**config.mk**
```make
export PLATFORM = sky130hd
export DESIGN_NAME = nonce_work_dbuf
export DESIGN_NICKNAME = d
export VERILOG_FILES = /design/src/rtl/nonce_work_dbuf.sv
export SDC_FILE = /design/constraint.sdc
export NUM_CORES = 1
export LEC_CHECK = 0
export ABC_AREA = 1
export BUFFER_PORTS_ARGS = -buffer_cell sky130_fd_sc_hd__buf_4
export CORE_AREA = 4 4 419 421
export DETAILED_ROUTE_END_ITERATION = 16
export DIE_AREA = 0 0 423 425
export HOLD_SLACK_MARGIN = 0.06
export PLACE_DENSITY = 0.39
export SYNTH_ARGS = -nofsm -noshare
export SYNTH_HDL_FRONTEND = slang
export SYNTH_SLANG_ARGS = --single-unit
```
**constraint.sdc**
```tcl
create_clock -name clk -period 2.1 [get_ports clk]
set_clock_uncertainty 0.1 [all_clocks]
set_input_delay 0.21 -clock clk [delete_from_list [all_inputs] [get_ports clk]]
set_output_delay 0.21 -clock clk [all_outputs]
set_load 0.03 [all_outputs]
```
**src/rtl/nonce_work_dbuf.sv**
```systemverilog
// Two-slot job buffer between the SPI command decoder and the nonce core controller.
// Slots are fixed; count/rd_slot track pending jobs and mark tells the controller which slot to dispatch.
module nonce_work_dbuf #(
    parameter int HID_W = 4,
    parameter int MD_W  = 96,
    parameter int H_W   = 256
) (
    input  logic             clk,
    input  logic             reset_n,
    input  logic             wr_valid,
    input  logic [HID_W-1:0] wr_hash_id,
    input  logic [MD_W-1:0]  wr_m_data,
    input  logic [H_W-1:0]   wr_intial_h,
    output logic             wr_ready,
    input  logic             take,
    input  logic             flush,
    output logic [HID_W-1:0] hash_id1,
    output logic [MD_W-1:0]  rx_m_data1,
    output logic [H_W-1:0]   rx_intial_h1,
    output logic [HID_W-1:0] hash_id2,
    output logic [MD_W-1:0]  rx_m_data2,
    output logic [H_W-1:0]   rx_intial_h2,
    output logic [1:0]       mark_counter,
    output logic             mark,
    output logic             overflow,
    output logic             underflow
);

    logic [1:0] count, count_nx;
    logic       rd_slot, rd_nx;
    logic       mark_nx, ov_nx, uf_nx;
    logic       wr_acc, wr_slot, take_ok;

    always_ff @(posedge clk or negedge reset_n) begin
        if (!reset_n) begin
            count        <= 2'd0;
            rd_slot      <= 1'b0;
            mark         <= 1'b0;
            overflow     <= 1'b0;
            underflow    <= 1'b0;
            hash_id1     <= '0;
            rx_m_data1   <= '0;
            rx_intial_h1 <= '0;
            hash_id2     <= '0;
            rx_m_data2   <= '0;
            rx_intial_h2 <= '0;
        end else begin
            count     <= count_nx;
            rd_slot   <= rd_nx;
            mark      <= mark_nx;
            overflow  <= ov_nx;
            underflow <= uf_nx;
            if (wr_acc && !wr_slot) begin
                hash_id1     <= wr_hash_id;
                rx_m_data1   <= wr_m_data;
                rx_intial_h1 <= wr_intial_h;
            end
            if (wr_acc && wr_slot) begin
                hash_id2     <= wr_hash_id;
                rx_m_data2   <= wr_m_data;
                rx_intial_h2 <= wr_intial_h;
            end
        end
    end

    // A flush empties the buffer first, so a same-cycle write always fits into slot 1.
    always_comb begin
        count_nx = count;
        rd_nx    = rd_slot;
        ov_nx    = overflow;
        uf_nx    = underflow;
        take_ok  = 1'b0;
        wr_acc   = 1'b0;
        wr_slot  = 1'b0;
        if (flush) begin
            wr_acc   = wr_valid;
            wr_slot  = 1'b0;
            rd_nx    = 1'b0;
            count_nx = wr_valid ? 2'd1 : 2'd0;
        end else begin
            wr_acc  = wr_valid && (count != 2'd2);
            wr_slot = (count == 2'd0) ? rd_slot : ~rd_slot;
            take_ok = take && (count != 2'd0);
            if (wr_valid && count == 2'd2) ov_nx = 1'b1;
            if (take && count == 2'd0)     uf_nx = 1'b1;
            rd_nx    = rd_slot ^ take_ok;
            count_nx = count + {1'b0, wr_acc} - {1'b0, take_ok};
        end
        case (count_nx)
            2'd1:    mark_nx = ~rd_nx;
            2'd2:    mark_nx = rd_nx;
            default: mark_nx = 1'b0;
        endcase
    end

    always_comb begin
        wr_ready     = (count != 2'd2);
        mark_counter = count;
    end

endmodule

```
==> results.sh, run 1 <==
export IMPL_pin_count=1079
export IMPL_final_max_slew_viol_count=0
export IMPL_ant_nets=0
export IMPL_layout_min_cycle_time_ns=2.00
export IMPL_start_kind="flop"
export IMPL_area_delta_synth_final_pct=68.1
export IMPL_met3WireLength_mm=7.95
export IMPL_grt_overflow=0
export IMPL_rr_worst_depth=7
export IMPL_fillCellCount=18436
export IMPL_vdd_ir_drop_max_mv=0.726
export IMPL_synthesis_nets=3060
export IMPL_crit_fanout=7
export IMPL_ys_types=22
export IMPL_reg2reg_to="rx_intial_h1[229]"
export IMPL_grt_pass1_vias=24795
export IMPL_port_buffers=1078
export IMPL_clock_sinks=718
export IMPL_wirelength_mm=123
export IMPL_fmax_mhz=501
export IMPL_crit_end="wr_ready"
export IMPL_clk_pin_slew_worst_paths_ns=0.07
export IMPL_synth_seq_area_share=0.674
export IMPL_rsz0062_at_grt="false"
export IMPL_drive_gt1_frac=0.315
export IMPL_final_setup_viol_count=0
export IMPL_multiInputGateArea_sq_um=6450
export IMPL_arrival_ns=1.69
export IMPL_powerDensity_nw_per_um2=1650
export IMPL_seqCellArea_sq_um=18000
export IMPL_core_area_sq_um=171000
export IMPL_holdWs_ns=0.164
export IMPL_syn_area_sq_um=26700
export IMPL_topRoutingLayerUsed="met5"
export IMPL_cts_tree="built"
export IMPL_reg2reg_slack_ns=0.16
export IMPL_hold_path_class="in -> async"
export IMPL_fp_dieH_um=425
export IMPL_tns_ns=0
export IMPL_via_count=23572
export IMPL_slew_headroom=0.525
export IMPL_nNetsFinal=4547
export IMPL_via_per_inst=3.58
export IMPL_die_x_um=423
export IMPL_synth_area_leaders="dfrtp_1 (67%), o21ai_1 (13%), nand2_1 (10%), inv_1 (5.2%), buf_2 (2.1%)"
export IMPL_hpwl_mm=96.6
export IMPL_clk_path_buf_depth=3
export IMPL_outcome="complete, no violations"
export IMPL_fin_crit_sh=0.951
export IMPL_cts_buffers=91
export IMPL_power_leakage_nw=22.6
export IMPL_synth_top_cell_area_share=0.674
export IMPL_cp_end_kind="output pin"
export IMPL_ys_warn_count=0
export IMPL_wl_met1_mm=50.0
export IMPL_antenna_found_initial=26
export IMPL_dieArea_sq_um=180000
export IMPL_drt_first_pass_iters=4
export IMPL_place_congestion=0.841
export IMPL_drc=0
export IMPL_clkLatencyLatePin_ns=0.68
export IMPL_grt_max_degree=92
export IMPL_startpoint="mark_counter[1]"
export IMPL_worstSetupPathType="reg -> out"
export IMPL_htree_levels=3
export IMPL_grt_usage=0.132
export IMPL_met2WireLength_mm=59.3
export IMPL_reg2reg_from="mark_counter[1]"
export IMPL_num_rows=152
export IMPL_ys_ff_latch=718
export IMPL_synth_area_per_cell_sq_um=9.89
export IMPL_synth_top_area_cell="dfrtp_1"
export IMPL_routedWlPerCell_um=18.6
export IMPL_synth_cells=2697
export IMPL_worst_ep_required_time_ns=1.79
export IMPL_start_util=0.156
export IMPL_postCtsSetupBuffers=0
export IMPL_worst_slew_pin_slew_ns=0.711
export IMPL_drtIter0Drc=1301
export IMPL_total_power_mw=73.9
export IMPL_hold_viol_final=0
export IMPL_cap_violations=0
export IMPL_cts_root_buf="clkbuf_16"
export IMPL_grt_pass1_wl_mm=176
==> registers in the layout, summed over array words and instances, names as in the netlist, 2 cells and up <==
register,cells
mark_counter,2
hash_id1,4
hash_id2,4
rx_m_data1,96
rx_intial_h2,256
rx_intial_h1,256
rx_m_data2,96
==> critical path: stages, from the launching register on <==
cell,delay [ns]
dfrtp_2,0.47
buf_4,0.17
nand2_2,0.15
buf_4,0.21
==> where the power goes <==
part | total, mW | internal (mW) | switching, mW
Clock | 16.5 | 9.93 | 6.59
Combinational | 34.0 | 11.7 | 22.2
Sequential | 23.4 | 19.8 | 3.68
==> routing by layer <==
metal / track usage / vias up
met1: 0.159 / 11110
met5: 0 / -
li1: - / 11529
met4: 0.0542 / 8
met2: 0.221 / 733
met3: 0.0381 / 192
==> cells in the final DEF (no fill, tap or decap), types with 2 or more instances in the layout <==
| master | synthesis | final |
|---|---|---|
| dlygate4sd3_1 | 0 | 361 |
| buf_12 | 0 | 29 |
| dfrtp_1 | 718 | 717 |
| diode_2 | 0 | 17 |
| clkinv_2 | 0 | 9 |
| clkbuf_1 | 3 | 23 |
| nand3_1 | 4 | 4 |
| a21oi_2 | 2 | 2 |
| o21ai_0 | 32 | 32 |
| buf_4 | 37 | 1159 |
| ha_1 | 2 | 2 |
| inv_1 | 366 | 366 |
| bufinv_16 | 0 | 9 |
| nor2_1 | 2 | 2 |
| clkbuf_16 | 0 | 91 |
| clkbuf_8 | 0 | 21 |
| clkinv_4 | 0 | 2 |
| clkinv_16 | 0 | 3 |
| nand2_1 | 723 | 722 |
| o21ai_1 | 683 | 683 |
| inv_16 | 0 | 2 |
| inv_6 | 0 | 4 |
==> cell usage after synthesis (all sizes together) <==
cell,number
nand2,724
dfrtp,718
o21ai,715
inv,367
buf,154
nand3,5
clkbuf,3
nor2,3
a21oi,2
ha,2
a31o,1
a31oi,1
nand3b,1
o21bai,1
==> through the flow <==
step,cells,area (sq um),setup slack [ns],util
6_report,6584,44800,0.102,0.262
5_1_grt,6571,44800,0.00622,0.261
4_1_cts,6567,44800,0.00380,0.261
3_5_place_dp,6040,38000,0.129,0.222
3_3_place_gp,6040,38000,0.120,0.222
2_1_floorplan,2697,26700,0.121,-
==> how the worst min path moves through the flow <==
stage	startpoint	end	slack (ns)	cells after the start
after global placement	reset_n	rx_intial_h1[23]	0.03	1
after detailed placement	reset_n	rx_intial_h2[51]	0.03	1
after floorplan	reset_n	hash_id1[0]	-0.19	0
after global routing	wr_m_data[52]	rx_m_data2[52]	0.16	4
final	reset_n	rx_m_data2[61]	0.16	3
after CTS	reset_n	rx_m_data2[61]	0.08	3
==> layout make-up <==
cell class | instances | share of cell area
multi-input cells | 1455 | 0.144
clock inverters | 31 | 0.0116
diodes | 17 | 0.000949
flip-flops and latches | 718 | 0.401
repair buffers | 1551 | 0.288
inverters | 367 | 0.0307
clock buffers | 135 | 0.0592
well taps | 2310 | 0.0645
==> timing repair <==
item / 4_1_cts / 5_1_grt
pin swaps: 0 / 0
gates resized for setup: 2 / 1
hold buffers: 361 / 0
endpoints found under the setup margin: 1 / 1
hold endpoints to repair: 1436 / 0
==> kinds of logic after synthesis <==
group | synth area share
compound gates | 0.136
flops | 0.674
simple gates | 0.104
buf+inv | 0.0852
fa+ha+maj | 0.000938
Note: power is estimated with default switching activity, not from simulation.
==> run 2: changes to the inputs <==
--- a/config.mk
+++ b/config.mk
@@ -7,9 +7,9 @@
 export LEC_CHECK = 0
 export ABC_AREA = 1
 export BUFFER_PORTS_ARGS = -buffer_cell sky130_fd_sc_hd__buf_4
-export CORE_AREA = 4 4 419 421
+export CORE_AREA = 4 4 423 425
 export DETAILED_ROUTE_END_ITERATION = 16
-export DIE_AREA = 0 0 423 425
+export DIE_AREA = 0 0 427 429
 export HOLD_SLACK_MARGIN = 0.06
 export PLACE_DENSITY = 0.39
 export SYNTH_ARGS = -nofsm -noshare
==> results.sh, run 2 (synthesis results as in run 1) <==
export IMPL_clk_pin_slew_worst_paths_ns=0.06
export IMPL_dpl_instance_area_sq_um=38300
export IMPL_cap_violations=0
export IMPL_grt_usage=0.133
export IMPL_fillCellCount=19129
export IMPL_layout_setup_ws_ns=0.170
export IMPL_drt_first_pass_iters=5
export IMPL_num_rows=154
export IMPL_dieArea_sq_um=183000
export IMPL_crit_end="mark"
export IMPL_crit_path_cell_trace="nor2_4 -> nor2_1 -> ha_1 -> inv_1 -> ha_1 -> nand2_1 -> o21ai_0 -> nor2_1 -> nand2_1 -> nand2_1"
export IMPL_place_congestion=0.833
export IMPL_pre_cts_ws_ns=0.169
export IMPL_drc=0
export IMPL_fmax_mhz=518
export IMPL_grt_max_degree=56
export IMPL_outcome="complete, no violations"
export IMPL_start_kind="flop"
export IMPL_reg2reg_slack_ns=0.17
export IMPL_htree_levels=3
export IMPL_die_x_um=427
export IMPL_startpoint="mark_counter[1]"
export IMPL_antenna_found_initial=22
export IMPL_hold_path_class="in -> async"
export IMPL_nNetsFinal=4563
export IMPL_cp_slowest_stage_delay_ns=0.47
export IMPL_drive_gt1_frac=0.316
export IMPL_cp_common_cell="nand2_1"
export IMPL_worstSetupPathType="reg -> reg"
export IMPL_drtIter0Drc=1406
export IMPL_rr_worst_depth=10
export IMPL_grt_pass1_wl_mm=179
export IMPL_layout_common_cells="buf_4 (1166), nand2_1 (723), dfrtp_1 (717)"
export IMPL_routedWlPerCell_um=18.9
export IMPL_hpwl_mm=99.5
export IMPL_worst_ep_required_time_ns=2.62
export IMPL_hold_viol_final=0
export IMPL_area_delta_synth_final_pct=68.3
export IMPL_core_area_sq_um=175000
export IMPL_final_max_slew_viol_count=0
export IMPL_arrival_ns=2.45
export IMPL_wirelength_mm=125
export IMPL_worst_slew_pin_slew_ns=0.638
export IMPL_fin_crit_sh=0.919
export IMPL_grt_pass1_vias=24778
export IMPL_postCtsSetupBuffers=0
export IMPL_clkLatencyLatePin_ns=0.68
export IMPL_layout_commonest_cell="buf_4"
export IMPL_vdd_ir_drop_max_mv=0.658
export IMPL_final_setup_viol_count=0
export IMPL_port_buffers=1078
export IMPL_via_count=23784
export IMPL_power_leakage_nw=22.7
export IMPL_reg2reg_to="mark"
export IMPL_reg2reg_from="mark_counter[1]"
export IMPL_layout_min_cycle_time_ns=1.93
export IMPL_crit_fanout=6
export IMPL_clock_sinks=718
export IMPL_fp_dieH_um=429
export IMPL_rsz0062_at_grt="false"
export IMPL_ant_nets=0
export IMPL_reg_top3="rx_intial_h1: 256 flops, rx_intial_h2: 256 flops"
export IMPL_grt_overflow=0
export IMPL_start_util=0.152
export IMPL_tns_ns=0
export IMPL_slew_headroom=0.575
export IMPL_slowest_stage="dfrtp_1"
export IMPL_cts_root_buf="clkbuf_16"
export IMPL_clk_path_buf_depth=3
export IMPL_via_per_inst=3.59
export IMPL_fin_area_sq_um=44900
export IMPL_cts_tree="built"
export IMPL_cts_buffers=88
export IMPL_powerDensity_nw_per_um2=1630
export IMPL_cp_end_kind="flop"
export IMPL_pin_count=1079
==> run 2: final cells by class <==
| cell class | count | area (sq um) | area share |
|---|---|---|---|
| sequential | 718 | 18000 | 0.400 |
| timing repair buffer | 1570 | 13200 | 0.295 |
| multi-input combinational | 1455 | 6450 | 0.144 |
| tap | 2340 | 2930 | 0.0652 |
| clock buffer | 139 | 2700 | 0.0601 |
| inverter | 367 | 1380 | 0.0307 |
| clock inverter | 17 | 214 | 0.00477 |
| antenna | 16 | 40.0 | 0.000892 |
==> run 2: worst min path at each step <==
stage | start | end | slack [ns] | depth (start not counted)
finish | reset_n | rx_m_data2[16] | 0.15 | 3
global route | reset_n | rx_m_data2[16] | 0.14 | 3
CTS | reset_n | rx_intial_h1[243] | 0.11 | 3
detailed placement | reset_n | rx_intial_h1[243] | 0.04 | 1
global placement | reset_n | rx_m_data2[16] | 0.05 | 1
floorplan | reset_n | hash_id1[0] | -0.19 | 0
==> run 2: worst max-delay path, delay by kind of cell (launching register included) <==
family	cells	cell delay, ns
buffers and inverters	1	0.04
and+or+nand+nor	6	0.58
DFF	1	0.47
AOI/OAI and AO/OA	1	0.14
adders and majority gates	2	0.53
==> run 2: repair_timing <==
action / CTS / global route
resized for setup: 0 / 1
hold endpoints to repair: 1436 / 0
hold buffers: 362 / 0
setup endpoints to repair: 0 / 1
==> run 2: per-stage QoR <==
step	cells	utilization	power, mW	hold WS, ns
CTS	6606	0.256	74.6	0.106
global route	6608	0.256	77.3	0.138
floorplan	2697	-	41.5	-0.186
global placement	6088	0.218	57.8	0.0458
detailed placement	6088	0.218	58.0	0.0421
finish	6622	0.256	73.2	0.151
==> run 2: report_power, final <==
| group | switching (mW) | internal, mW | total, mW |
|---|---|---|---|
| sequential | 3.74 | 19.8 | 23.5 |
| combinational | 22.4 | 11.9 | 34.3 |
| clock | 6.18 | 9.27 | 15.4 |
| total | 32.3 | 40.9 | 73.2 |
==> run 2: per-layer routing <==
layer / global-route usage / wire, um / share of wire / vias up
met1: 0.153 / 49100 / 0.39 / 11313
met3: 0.0374 / 8260 / 0.066 / 204
met2: 0.232 / 62300 / 0.50 / 698
li1: - / - / - / 11555
met5: 0 / 92 / 0.00073 / -
met4: 0.0543 / 5530 / 0.044 / 14
==> run 3: changes to the inputs <==
--- a/config.mk
+++ b/config.mk
@@ -5,11 +5,11 @@
 export SDC_FILE = /design/constraint.sdc
 export NUM_CORES = 1
 export LEC_CHECK = 0
-export ABC_AREA = 1
 export BUFFER_PORTS_ARGS = -buffer_cell sky130_fd_sc_hd__buf_4
-export CORE_AREA = 4 4 423 425
+export CAP_MARGIN = 20
+export CORE_AREA = 4 4 420 422
 export DETAILED_ROUTE_END_ITERATION = 16
-export DIE_AREA = 0 0 427 429
+export DIE_AREA = 0 0 424 426
 export HOLD_SLACK_MARGIN = 0.06
 export PLACE_DENSITY = 0.39
 export SYNTH_ARGS = -nofsm -noshare
==> results.sh, run 3 <==
export IMPL_grt_use_met2=0.215
export IMPL_reg_top3="rx_intial_h1: 256 flops, rx_intial_h2: 256 flops"
export IMPL_grt_usage=0.119
export IMPL_tns_ns=-1.42
export IMPL_clk_pin_slew_worst_paths_ns=0.06
export IMPL_grt_pass1_vias=21307
export IMPL_port_buffers=1078
export IMPL_p_seq_frac=0.315
export IMPL_via_per_inst=3.51
export IMPL_synth_edf_count=0
export IMPL_netSwitchingFraction=0.413
export IMPL_place_congestion=0.781
export IMPL_synth_top_cell_area_share=0.671
export IMPL_worst_ep_required_time_ns=2.57
export IMPL_final_max_slew_viol_count=0
export IMPL_synth_cells=1536
export IMPL_fp_dieH_um=426
export IMPL_antenna_found_initial=11
export IMPL_synthAdderAreaFrac=0.000935
export IMPL_yosysMostFrequentCell="dfrtp_1"
export IMPL_yosys_top_cells_count="dfrtp_1 (718), mux2_2 (682), buf_4 (68)"
export IMPL_synth_seq_area_share=0.671
export IMPL_layout_setup_ws_ns=-0.0372
export IMPL_p_int_mw=43.6
export IMPL_layout_min_cycle_time_ns=2.14
export IMPL_grt_use_met3=0.0363
export IMPL_cts_root_buf="clkbuf_16"
export IMPL_syn_area_sq_um=26800
export IMPL_layout_commonest_cell="buf_4"
export IMPL_pre_cts_ws_ns=-0.0467
export IMPL_ant_nets=0
export IMPL_drt_first_pass_iters=4
export IMPL_cts_tree="built"
export IMPL_hold_viol_final=0
export IMPL_powerDensity_nw_per_um2=1630
export IMPL_p_sw_mw=30.7
export IMPL_drc=0
export IMPL_dieArea_sq_um=181000
export IMPL_rsz0062_at_grt="true"
export IMPL_num_rows=153
export IMPL_pin_count=1079
export IMPL_synth_ff_type="dfrtp_1"
export IMPL_clkPwrFrac=0.206
export IMPL_cp_end_kind="flop"
export IMPL_via_count=19395
export IMPL_cap_violations=0
export IMPL_ys_types=20
export IMPL_hold_path_class="in -> reg"
export IMPL_grt_max_degree=54
export IMPL_ys_warn_count=0
export IMPL_holdWs_ns=0.184
export IMPL_routedWlPerCell_um=20.5
export IMPL_synth_area_leaders="dfrtp_1 (67%), mux2_2 (29%), buf_4 (1.9%), mux2_1 (1.4%), buf_2 (0.19%)"
export IMPL_nNetsFinal=3489
export IMPL_clkLatencyLatePin_ns=0.68
export IMPL_synth_compound_area_frac=0.00206
export IMPL_fillCellCount=18259
export IMPL_synth_top_family_by_area="multiplexers"
export IMPL_violations="negative setup slack"
export IMPL_crit_family="buffers and inverters"
export IMPL_slowest_stage="dfrtp_2"
export IMPL_layout_common_cells="buf_4 (1157), dfrtp_1 (716), mux2_2 (679)"
export IMPL_htree_levels=3
export IMPL_power_leakage_nw=20.6
export IMPL_cp_slowest_stage_delay_ns=0.43
export IMPL_synthMuxAreaShare=0.301
export IMPL_slew_headroom=0.659
export IMPL_wirelength_mm=113
export IMPL_postSynth_asyncResetShare=1.00
export IMPL_synth_area_per_cell_sq_um=17.4
export IMPL_ys_ff_latch=718
export IMPL_total_power_mw=74.3
export IMPL_final_core_utilization=0.263
export IMPL_fmax_mhz=468
export IMPL_worstSetupPathType="reg -> reg"
export IMPL_grt_pass1_wl_mm=158
export IMPL_synthesis_nets=1899
export IMPL_outcome="finished, violations left"
export IMPL_synth_xor_area_frac=0.000888
export IMPL_cts_buffers=89
export IMPL_core_area_sq_um=173000
export IMPL_drive_gt1_frac=0.642
export IMPL_crit_buf_inv=4
export IMPL_clock_sinks=718
export IMPL_die_x_um=424
export IMPL_use_met1=0.135
export IMPL_crit_fanout=13
export IMPL_crit_path_cell_trace="buf_6 -> a21o_1 -> o21ai_4 -> buf_12 -> buf_16 -> clkbuf_16 -> mux2_2"
export IMPL_start_kind="flop"
export IMPL_fin_crit_sh=1.02
export IMPL_drtIter0Drc=540
export IMPL_clk_path_buf_depth=3
export IMPL_worst_slew_pin_slew_ns=0.512
export IMPL_arrival_ns=2.60
export IMPL_final_setup_viol_count=108
export IMPL_grt_overflow=0
export IMPL_synth_top_area_cell="dfrtp_1"
export IMPL_combPwrFrac=0.479
export IMPL_area_delta_synth_final_pct=69.9
export IMPL_grt_busiest_layer="met2"
export IMPL_hpwl_mm=86.8
export IMPL_synthSimpleGateAreaFrac=0.00243
export IMPL_vdd_ir_drop_max_mv=0.831
export IMPL_start_util=0.155
==> run 3: changes by cell type in the layout (fill, tap and decap cells not counted), moves of 8 or more <==
cell      previous run  this run
mux2_2               0       679
buf_12              42        27
buf_4             1166      1157
buf_6                0        20
o21ai_0             32         0
clkinv_2             8        16
mux2_1               0        33
nand2_1            723         1
inv_1              366         2
o21ai_1            683         0
==> run 3: through the flow <==
stage          cells  area (sq um)
2_1_floorplan   1536         26800
3_3_place_gp    4982         38500
3_5_place_dp    4982         38500
4_1_cts         5505         45100
5_1_grt         5524         45500
6_report        5531         45500
==> run 3: final timing paths <==
check                      depth (start not counted)             from  slack (ns)                 to
max                                                7  mark_counter[0]       -0.04  rx_intial_h1[124]
min                                                3  wr_intial_h[14]        0.18   rx_intial_h2[14]
max reg2reg                                        7  mark_counter[0]       -0.04  rx_intial_h1[124]
min reg2reg                                        1         overflow        0.37           overflow
max in group asynchronous                          3          reset_n        1.09     rx_m_data2[91]
min in group asynchronous                          3          reset_n        0.32     rx_m_data1[74]
==> run 3: logic make-up after synthesis <==
group           count (synthesis)
flops                         718
mux                           715
buf+inv                        82
simple gates                   11
compound gates                  7
fa+ha+maj                       2
xor+xnor                        1
==> run 3: layer usage <==
| metal | vias up | wire, um |
|---|---|---|
| met3 | 140 | 6910 |
| met2 | 593 | 59400 |
| li1 | 8655 | - |
| met4 | 0 | 2650 |
| met5 | - | 0 |
| met1 | 10007 | 44100 |
==> run 3: repair_timing <==
item / CTS / global route
buffers inserted: 0 / 9
cloned: 0 / 8
setup endpoints to repair: 401 / 595
pin swaps: 0 / 2
resized for setup: 9 / 27
hold buffers: 361 / 0
hold endpoints to repair: 1436 / 0
==> run 3: layout make-up <==
| class | instances | area, sq um | share of cell area |
|---|---|---|---|
| clock inverters | 28 | 267 | 0.00586 |
| inverters | 4 | 17.5 | 0.000385 |
| well taps | 2325 | 2910 | 0.0640 |
| repair buffers | 1577 | 13400 | 0.294 |
| diodes | 9 | 22.5 | 0.000495 |
| multi-input cells | 736 | 8290 | 0.182 |
| flip-flops and latches | 718 | 18000 | 0.395 |
| clock buffers | 134 | 2630 | 0.0578 |
==> run 3: power groups by stage <==
stage          clock network (mW)  registers [mW]  logic (mW)
2_1_floorplan                   0            35.1        7.41
3_3_place_gp                    0            23.5        35.1
3_5_place_dp                    0            23.6        35.1
4_1_cts                      16.0            23.4        35.8
5_1_grt                      16.5            24.1        37.2
6_report                     15.3            23.4        35.6
==> run 3: tightest hold or removal path, cell delays in order <==
cell and delay, ns:
dlygate4sd3_1 0.53, buf_4 0.10, mux2_1 0.11
